### config.mk
export PLATFORM = sky130hd
export DESIGN_NAME = audio_stream_scheduler
export DESIGN_NICKNAME = d
export VERILOG_FILES = /design/src/rtl/audio_stream_scheduler.sv
export SDC_FILE = /design/constraint.sdc
export NUM_CORES = 1
export LEC_CHECK = 0
export BUFFER_PORTS_ARGS = -buffer_cell sky130_fd_sc_hd__buf_2
export CAP_MARGIN = 20
export CORE_MARGIN = 8
export CORE_UTILIZATION = 38
export DETAILED_ROUTE_END_ITERATION = 8
export PLACE_DENSITY = 0.64
export SLEW_MARGIN = 20
export SYNTH_ARGS = -nofsm -noshare
export SYNTH_HDL_FRONTEND = slang
export SYNTH_SLANG_ARGS = --single-unit
### constraint.sdc
create_clock -name vga_clk -period 5.88 [get_ports vga_clk]
set_input_delay 1.176 -clock vga_clk [delete_from_list [all_inputs] [get_ports vga_clk]]
set_output_delay 1.176 -clock vga_clk [all_outputs]
set_load 0.05 [all_outputs]
### src/rtl/audio_stream_scheduler.sv
// Frame-paced stereo stream scheduler: 16-deep host FIFO mixed with synth audio once per frame.
// Define AUDIO_STREAM_SAT_EN to saturate the mix; otherwise the 17-bit sum wraps to 16 bits.
module audio_stream_scheduler (
    input  logic               vga_clk,
    input  logic               rst,
    input  logic               enable,
    input  logic [3:0]         rate_div,
    input  logic               s_valid,
    output logic               s_ready,
    input  logic signed [15:0] s_left,
    input  logic signed [15:0] s_right,
    input  logic signed [15:0] synth_l,
    input  logic signed [15:0] synth_r,
    output logic signed [15:0] sample_l,
    output logic signed [15:0] sample_r,
    output logic               frame_tick,
    output logic [4:0]         level,
    output logic               underrun,
    input  logic               underrun_clr
);

`ifdef AUDIO_STREAM_SAT_EN
    localparam bit SatEn = 1'b1;
`else
    localparam bit SatEn = 1'b0;
`endif

    typedef enum logic [1:0] {StIdle, StPrime, StRun} state_e;

    state_e             state_q;
    logic [5:0]         phase_q;
    logic [3:0]         divide_q;
    logic [3:0]         wr_ptr_q;
    logic [3:0]         rd_ptr_q;
    logic [4:0]         level_q;
    logic               underrun_q;
    logic signed [15:0] sample_l_q;
    logic signed [15:0] sample_r_q;
    logic [31:0]        mem [16];

    logic               push;
    logic               pop;
    logic               starve;
    logic signed [15:0] stream_l;
    logic signed [15:0] stream_r;
    logic signed [16:0] sum_l;
    logic signed [16:0] sum_r;

    function automatic logic [15:0] reduce_sum(input logic [16:0] s);
        if (SatEn && (s[16] != s[15])) begin
            return s[16] ? 16'h8000 : 16'h7FFF;
        end
        return s[15:0];
    endfunction

    assign frame_tick = (phase_q == 6'd63) && (divide_q == rate_div);
    assign s_ready    = (state_q != StIdle) && (level_q != 5'd16);
    assign push       = s_valid && s_ready;
    assign pop        = frame_tick && (state_q == StRun) && (level_q != 5'd0);
    assign starve     = frame_tick && (state_q == StRun) && (level_q == 5'd0);

    always_comb begin
        stream_l = 16'sd0;
        stream_r = 16'sd0;
        if (pop) begin
            stream_l = mem[rd_ptr_q][31:16];
            stream_r = mem[rd_ptr_q][15:0];
        end
        sum_l = {synth_l[15], synth_l} + {stream_l[15], stream_l};
        sum_r = {synth_r[15], synth_r} + {stream_r[15], stream_r};
    end

    always_ff @(posedge vga_clk) begin
        if (push) begin
            mem[wr_ptr_q] <= {s_left, s_right};
        end
    end

    always_ff @(posedge vga_clk) begin
        if (rst) begin
            state_q    <= StIdle;
            phase_q    <= 6'd0;
            divide_q   <= 4'd0;
            wr_ptr_q   <= 4'd0;
            rd_ptr_q   <= 4'd0;
            level_q    <= 5'd0;
            underrun_q <= 1'b0;
            sample_l_q <= 16'sd0;
            sample_r_q <= 16'sd0;
        end else begin
            phase_q <= phase_q + 6'd1;
            // Live compare: if rate_div drops below divide, the counter runs on and wraps at 15.
            if (phase_q == 6'd63) begin
                divide_q <= (divide_q == rate_div) ? 4'd0 : divide_q + 4'd1;
            end

            if (frame_tick) begin
                sample_l_q <= reduce_sum(sum_l);
                sample_r_q <= reduce_sum(sum_r);
            end

            if (starve) begin
                underrun_q <= 1'b1;
            end else if (underrun_clr) begin
                underrun_q <= 1'b0;
            end

            if (!enable) begin
                state_q  <= StIdle;
                wr_ptr_q <= 4'd0;
                rd_ptr_q <= 4'd0;
                level_q  <= 5'd0;
            end else begin
                unique case (state_q)
                    StIdle: begin
                        wr_ptr_q <= 4'd0;
                        rd_ptr_q <= 4'd0;
                        level_q  <= 5'd0;
                        state_q  <= StPrime;
                    end
                    StPrime, StRun: begin
                        if (push) begin
                            wr_ptr_q <= wr_ptr_q + 4'd1;
                        end
                        if (pop) begin
                            rd_ptr_q <= rd_ptr_q + 4'd1;
                        end
                        level_q <= level_q + {4'd0, push} - {4'd0, pop};
                        if (state_q == StPrime && frame_tick && level_q >= 5'd8) begin
                            state_q <= StRun;
                        end
                        // A push landing on a starved tick stays queued for the next frame.
                        if (starve) begin
                            state_q <= StPrime;
                        end
                    end
                    default: state_q <= StIdle;
                endcase
            end
        end
    end

    assign level    = level_q;
    assign underrun = underrun_q;
    assign sample_l = sample_l_q;
    assign sample_r = sample_r_q;

endmodule

**Word-level counts from Yosys, hierarchy flattened**

Memories as Yosys holds them, arrays and structs flattened. A register that Yosys moved wholly into a read port is not among the register bits.
Cells that the tools add are included.
Widths: inputs -> output; s select.

- Add/subtract/negate cells: 8
- $mul: 0
- Div/mod/pow operators: 0
- Order comparisons: 1
- Equality and inequality tests: 8
- Shift operators: 0
- Mux-type cells: 17
- Bitwise gates (word level): 1
- Reductions and logical operators: 18

Operator list:

| cell | number |
|---|---|
| $add 16x16->16 | 2 |
| $mux 16 | 2 |
| $mux 4 | 5 |
| $pmux 4 s2 | 2 |
| $add 4x1->4 const B | 3 |
| $pmux 5 s2 | 1 |
| $logic_and 1x1->1 | 8 |
| $add 6x1->6 const B | 1 |
| $eq 6x6->1 const B | 1 |
| $reduce_bool 2->1 | 3 |
| $add 5x1->5 | 1 |
| $ge 5x4->1 const B | 1 |
| $logic_not 5->1 | 1 |
| $ne 5x5->1 const B | 1 |
| $reduce_bool 5->1 | 1 |
| $sub 5x1->5 | 1 |
| $eq 4x4->1 | 1 |
| $mux 1 | 4 |
| $mux 2 | 2 |
| $ne 2x2->1 const B | 2 |
| $pmux 2 s2 | 1 |
| $reduce_and 2->1 | 2 |
| $reduce_or 2->1 | 2 |
| $ne 3x3->1 const B | 1 |
| 4 further kinds | 4 |

- Flip-flop bits (word level): 58
- Bits in latches: 0
- RAM bits: 512
- Memory bits (read-only): 0
- Input bits: 73
- Output and inout port bits: 40
- Word-level logic and storage cells: 63
- Memories: 1

Memories:

| name | words | bits a word | read ports | clocked after memory_dff | wr ports | RTL line | RTL |
|---|---|---|---|---|---|---|---|
| mem | 16 | 32 | 1 | 1 | 1 | 39 | `logic [31:0] mem [16];` |

**Longest topological paths before layout**

- Depth in word-level cells: 8
- Depth in mapped cells: 17
- Depth with buffers taken out: 15

**Worst setup path after synthesis**

Ideal clock, no wire load.

- Path type: register -> register
- From: reg level_q[2], in the netlist level[2]
- To: mem mem[0][0] (enable)
- Setup time: 0.461 ns
- Data arrival time: 4.832 ns
- Data required time: 5.419 ns
- Setup slack: 0.587 ns
- Stages on the path, launching flop included: 8
- Path buffers: 1
- Period minus slack after synthesis: 5.293 ns
- Path through: dfxtp_1 inv_1 ha_1 a31oi_1 and2_1 clkbuf_1 nand2_1 nor3_1

- Word-level cells in the longest chain between the ends: 5

Ends and longest elaborated chain:

| what | RTL line | RTL |
|---|---|---|
| start: declaration | 35 | `logic [4:0] level_q;` |
| start signal: assignment | 128 | `level_q <= level_q + {4'd0, push} - {4'd0, pop};` |
| $ne 5x5->1 | 57 | `assign s_ready = (state_q != StIdle) && (level_q != 5'd16);` |
| $logic_and 1x1->1 | 57 |  |
| via s_ready | 9 | `output logic s_ready,` |
| $logic_and 1x1->1 | 58 | `assign push = s_valid && s_ready;` |
| $mux 1 | 74 | `if (push) begin` |
| $mux 1 (implied by the code) | 75 | `mem[wr_ptr_q] <= {s_left, s_right};` |
| end: declaration | 39 |  |

The timed path passes the listed nets, and every way through them passes these cells.

==> run summary <==
outcome = complete, no violations
PostCTS Resize Cnt = 0
fmax = 0.227 GHz
FF+latch count, synth = 574
post-synthesis net count = 1376
clock latency on the worst-skew pair = 610 ps
Slew Viols, Final = 0
Worst Path Required = 6380 ps
CTS buffer count = 57
Reg clk slew, reported paths = 60 ps
die area = 70400 um2
CP Cell Sequence = buf_12, buf_4, mux4_1, mux4_2, and2_1, ha_1, a21oi_1, nor2_1, a211oi_1, o31ai_1, a221oi_1, xnor2_1, a31o_1
remaining global-route overflow = 0
number of global-route vias before repair = 12.5k
hold endpoint = phase_q[0]
root buf cell = clkbuf_16
RSZ-0062 raised after global routing = no
Synth-to-Final Area Change = 14.8%
Crit Path Class = reg -> reg
DRC viols = 0
global-route wire length before repair = 82600 um
Hold Buf Count CTS = 0
Max Cap Viol = 0
crit end category = flop
Post-DRT Antenna Nets = 0
Final min period = 4400 ps
count leader, synth = edfxtp_1
Die Span X = 265 um
Buf+Inv Stages, Crit Path = 2
clock sinks = 574
Mean Syn Cell Area = 18.9 um2
CTS max path bufs = 3
Min-Delay Path Class = reg -> reg
critical path's slowest cell = dfxtp_4
number of synthesized flops with an enable pin = 512
Hold Crit Depth = 1
Leakage = 0.00885 uW
Max transition margin = 28.2%
Routed WL per cell = 24.7 um
PD cells = 300 nW/um2
overall routed net length = 56200 um
largest net degree at the start of global routing = 54
GRT met3 Usage = 3.80%
CP arrival = 4900 ps
met1 usage = 21.6%
I/O pin total = 113
DRT iter0 DRCs = 1093
initial antenna violation count = 15
Worst Max-Slew Pin Slew = 1080 ps
Worst Hold Launch = phase_q[0]
GP Congestion = 0.842
num rows = 91
VDD IR max = 254 uV
Synth top area share = 65.0%
ys async rst share = 0%
Total GRT Usage = 15.7%
crit start category = flop
Netlist cell types = 60
port bufs = 112
CTS tree = yes
flop2flop setup slack = 1480 ps
Hold Slack = 448 ps
synth top area cells = edfxtp_1, mux4_2, dfxtp_1
period utilization = 74.9%
Crit Path Max Fanout = 35
via count = 12.3k
Setup violations, final = 0
final net count = 1523
slowest cell delay on critical path = 600 ps
Filler Cells Inserted = 5292
Via density = 5.38
Synth area leader = edfxtp_1
worst reg2reg path endpoint = sample_r[13]
yosys warns = 0
Seq/Total Area, Yosys = 70.3%
clk_skew = 21.5 ps
setup_tns = 0 ps
Mapped Area = 23600 um2
htree depth = 2
die height = 265 um
Primary FF master, synth = edfxtp_1
family with the most delay on the worst path = compound AO/OA/AOI/OAI gates
Cells after Synth = 1252
met2 usage = 24.9%
Fin. Hold Viols = 0
initial core utilization = 38.4%
share of layout cells above drive strength 1 = 26.9%
post-CTS setup buffer count = 0
Reg2Reg Depth = 13
Post-synth top cells = edfxtp_1, mux4_2, dfxtp_1
DPL Wire Length = 33900 um
Most Used Layer, Global Route = met2
First-pass DRT Iterations = 5
Placeable Area = 61600 um2
registers in the layout, summed over array words and instances (netlist names), named ones only:
register / count
sample_l: 16
state_q: 2
level: 5
divide_q: 4
mem: 512
sample_r: 16
underrun: 1
phase_q: 6
wr_ptr_q: 4
rd_ptr_q: 4
through the flow:
stage | instances | worst slack [ps] | total power [uW] | util, % | cell area [um2]
detailed placement | 2177 | 1350 | 4690 | 41.1 | 25300
CTS | 2278 | 1470 | 8200 | 44.0 | 27100
global placement | 2177 | 1450 | 4680 | 41.1 | 25300
floorplan | 1252 | 587 | 4600 | - | 23600
finish | 2281 | 1480 | 8140 | 44.0 | 27100
global route | 2278 | 1230 | 8370 | 44.0 | 27100
worst max-delay path by stage:
stage,start,end,slack (ps),cells past startpoint
4_1_cts,flop,sample_r[13],1470,13
2_1_floorplan,level[2],mem[0][0],590,7
3_3_place_gp,rate_div[1],sample_l[14],1450,15
3_5_place_dp,rate_div[0],sample_l[12],1350,12
6_report,flop,sample_r[13],1480,13
5_1_grt,flop,sample_l[12],1230,10
placed cells by master, fill, tap and decap left out, types with 31 or more instances in the layout:
cell type / count
nand2_1: 50
buf_2: 112
ha_1: 48
clkbuf_16: 58
buf_4: 31
nor2_1: 41
edfxtp_1: 512
a21oi_1: 41
dfxtp_1: 58
mux4_2: 135
kinds of logic after synthesis:
logic type / after synthesis / synth area share (%)
buf+inv: 75 / 1.83
xor+xnor: 33 / 1.22
simple gates: 222 / 4.68
fa+ha+maj: 51 / 2.79
flops: 574 / 70.3
compound gates: 133 / 3.65
mux: 164 / 15.5
where the power goes:
group / switching [uW] / leakage (uW) / internal, uW
Clock: 1510 / 0.000880 / 2020
Combinational: 111 / 0.00286 / 49.8
Sequential: 3.20 / 0.00511 / 4440
Total: 1630 / 0.00885 / 6510
layer usage:
layer	up-vias	wire, um
li1	5397	-
met5	-	54
met1	6346	24200
met2	426	25900
met4	8	1170
met3	86	4860
worst reg2reg max path: cells and delay by family (launching register included):
kind                     cells  cell delay (ps)
AO/OA/AOI/OAI                5             1200
multiplexers                 2             1140
buffers and inverters        2              630
flip-flops                   1              600
adder cells (fa/ha/maj)      1              340
AND/OR/NAND/NOR              2              280
XOR/XNOR                     1              100
layout make-up:
class                      count  area [um2]  area share, %
multi-input combinational    603        6710           24.7
inverter                      16        60.1          0.221
tap                          837        1050           3.86
clock buffer                  71        1530           5.65
timing repair buffer         147         873           3.22
sequential                   574       16600           61.3
antenna                        3        7.51         0.0277
clock inverter                30         278           1.02
Note: power is estimated with default switching activity, not from simulation.
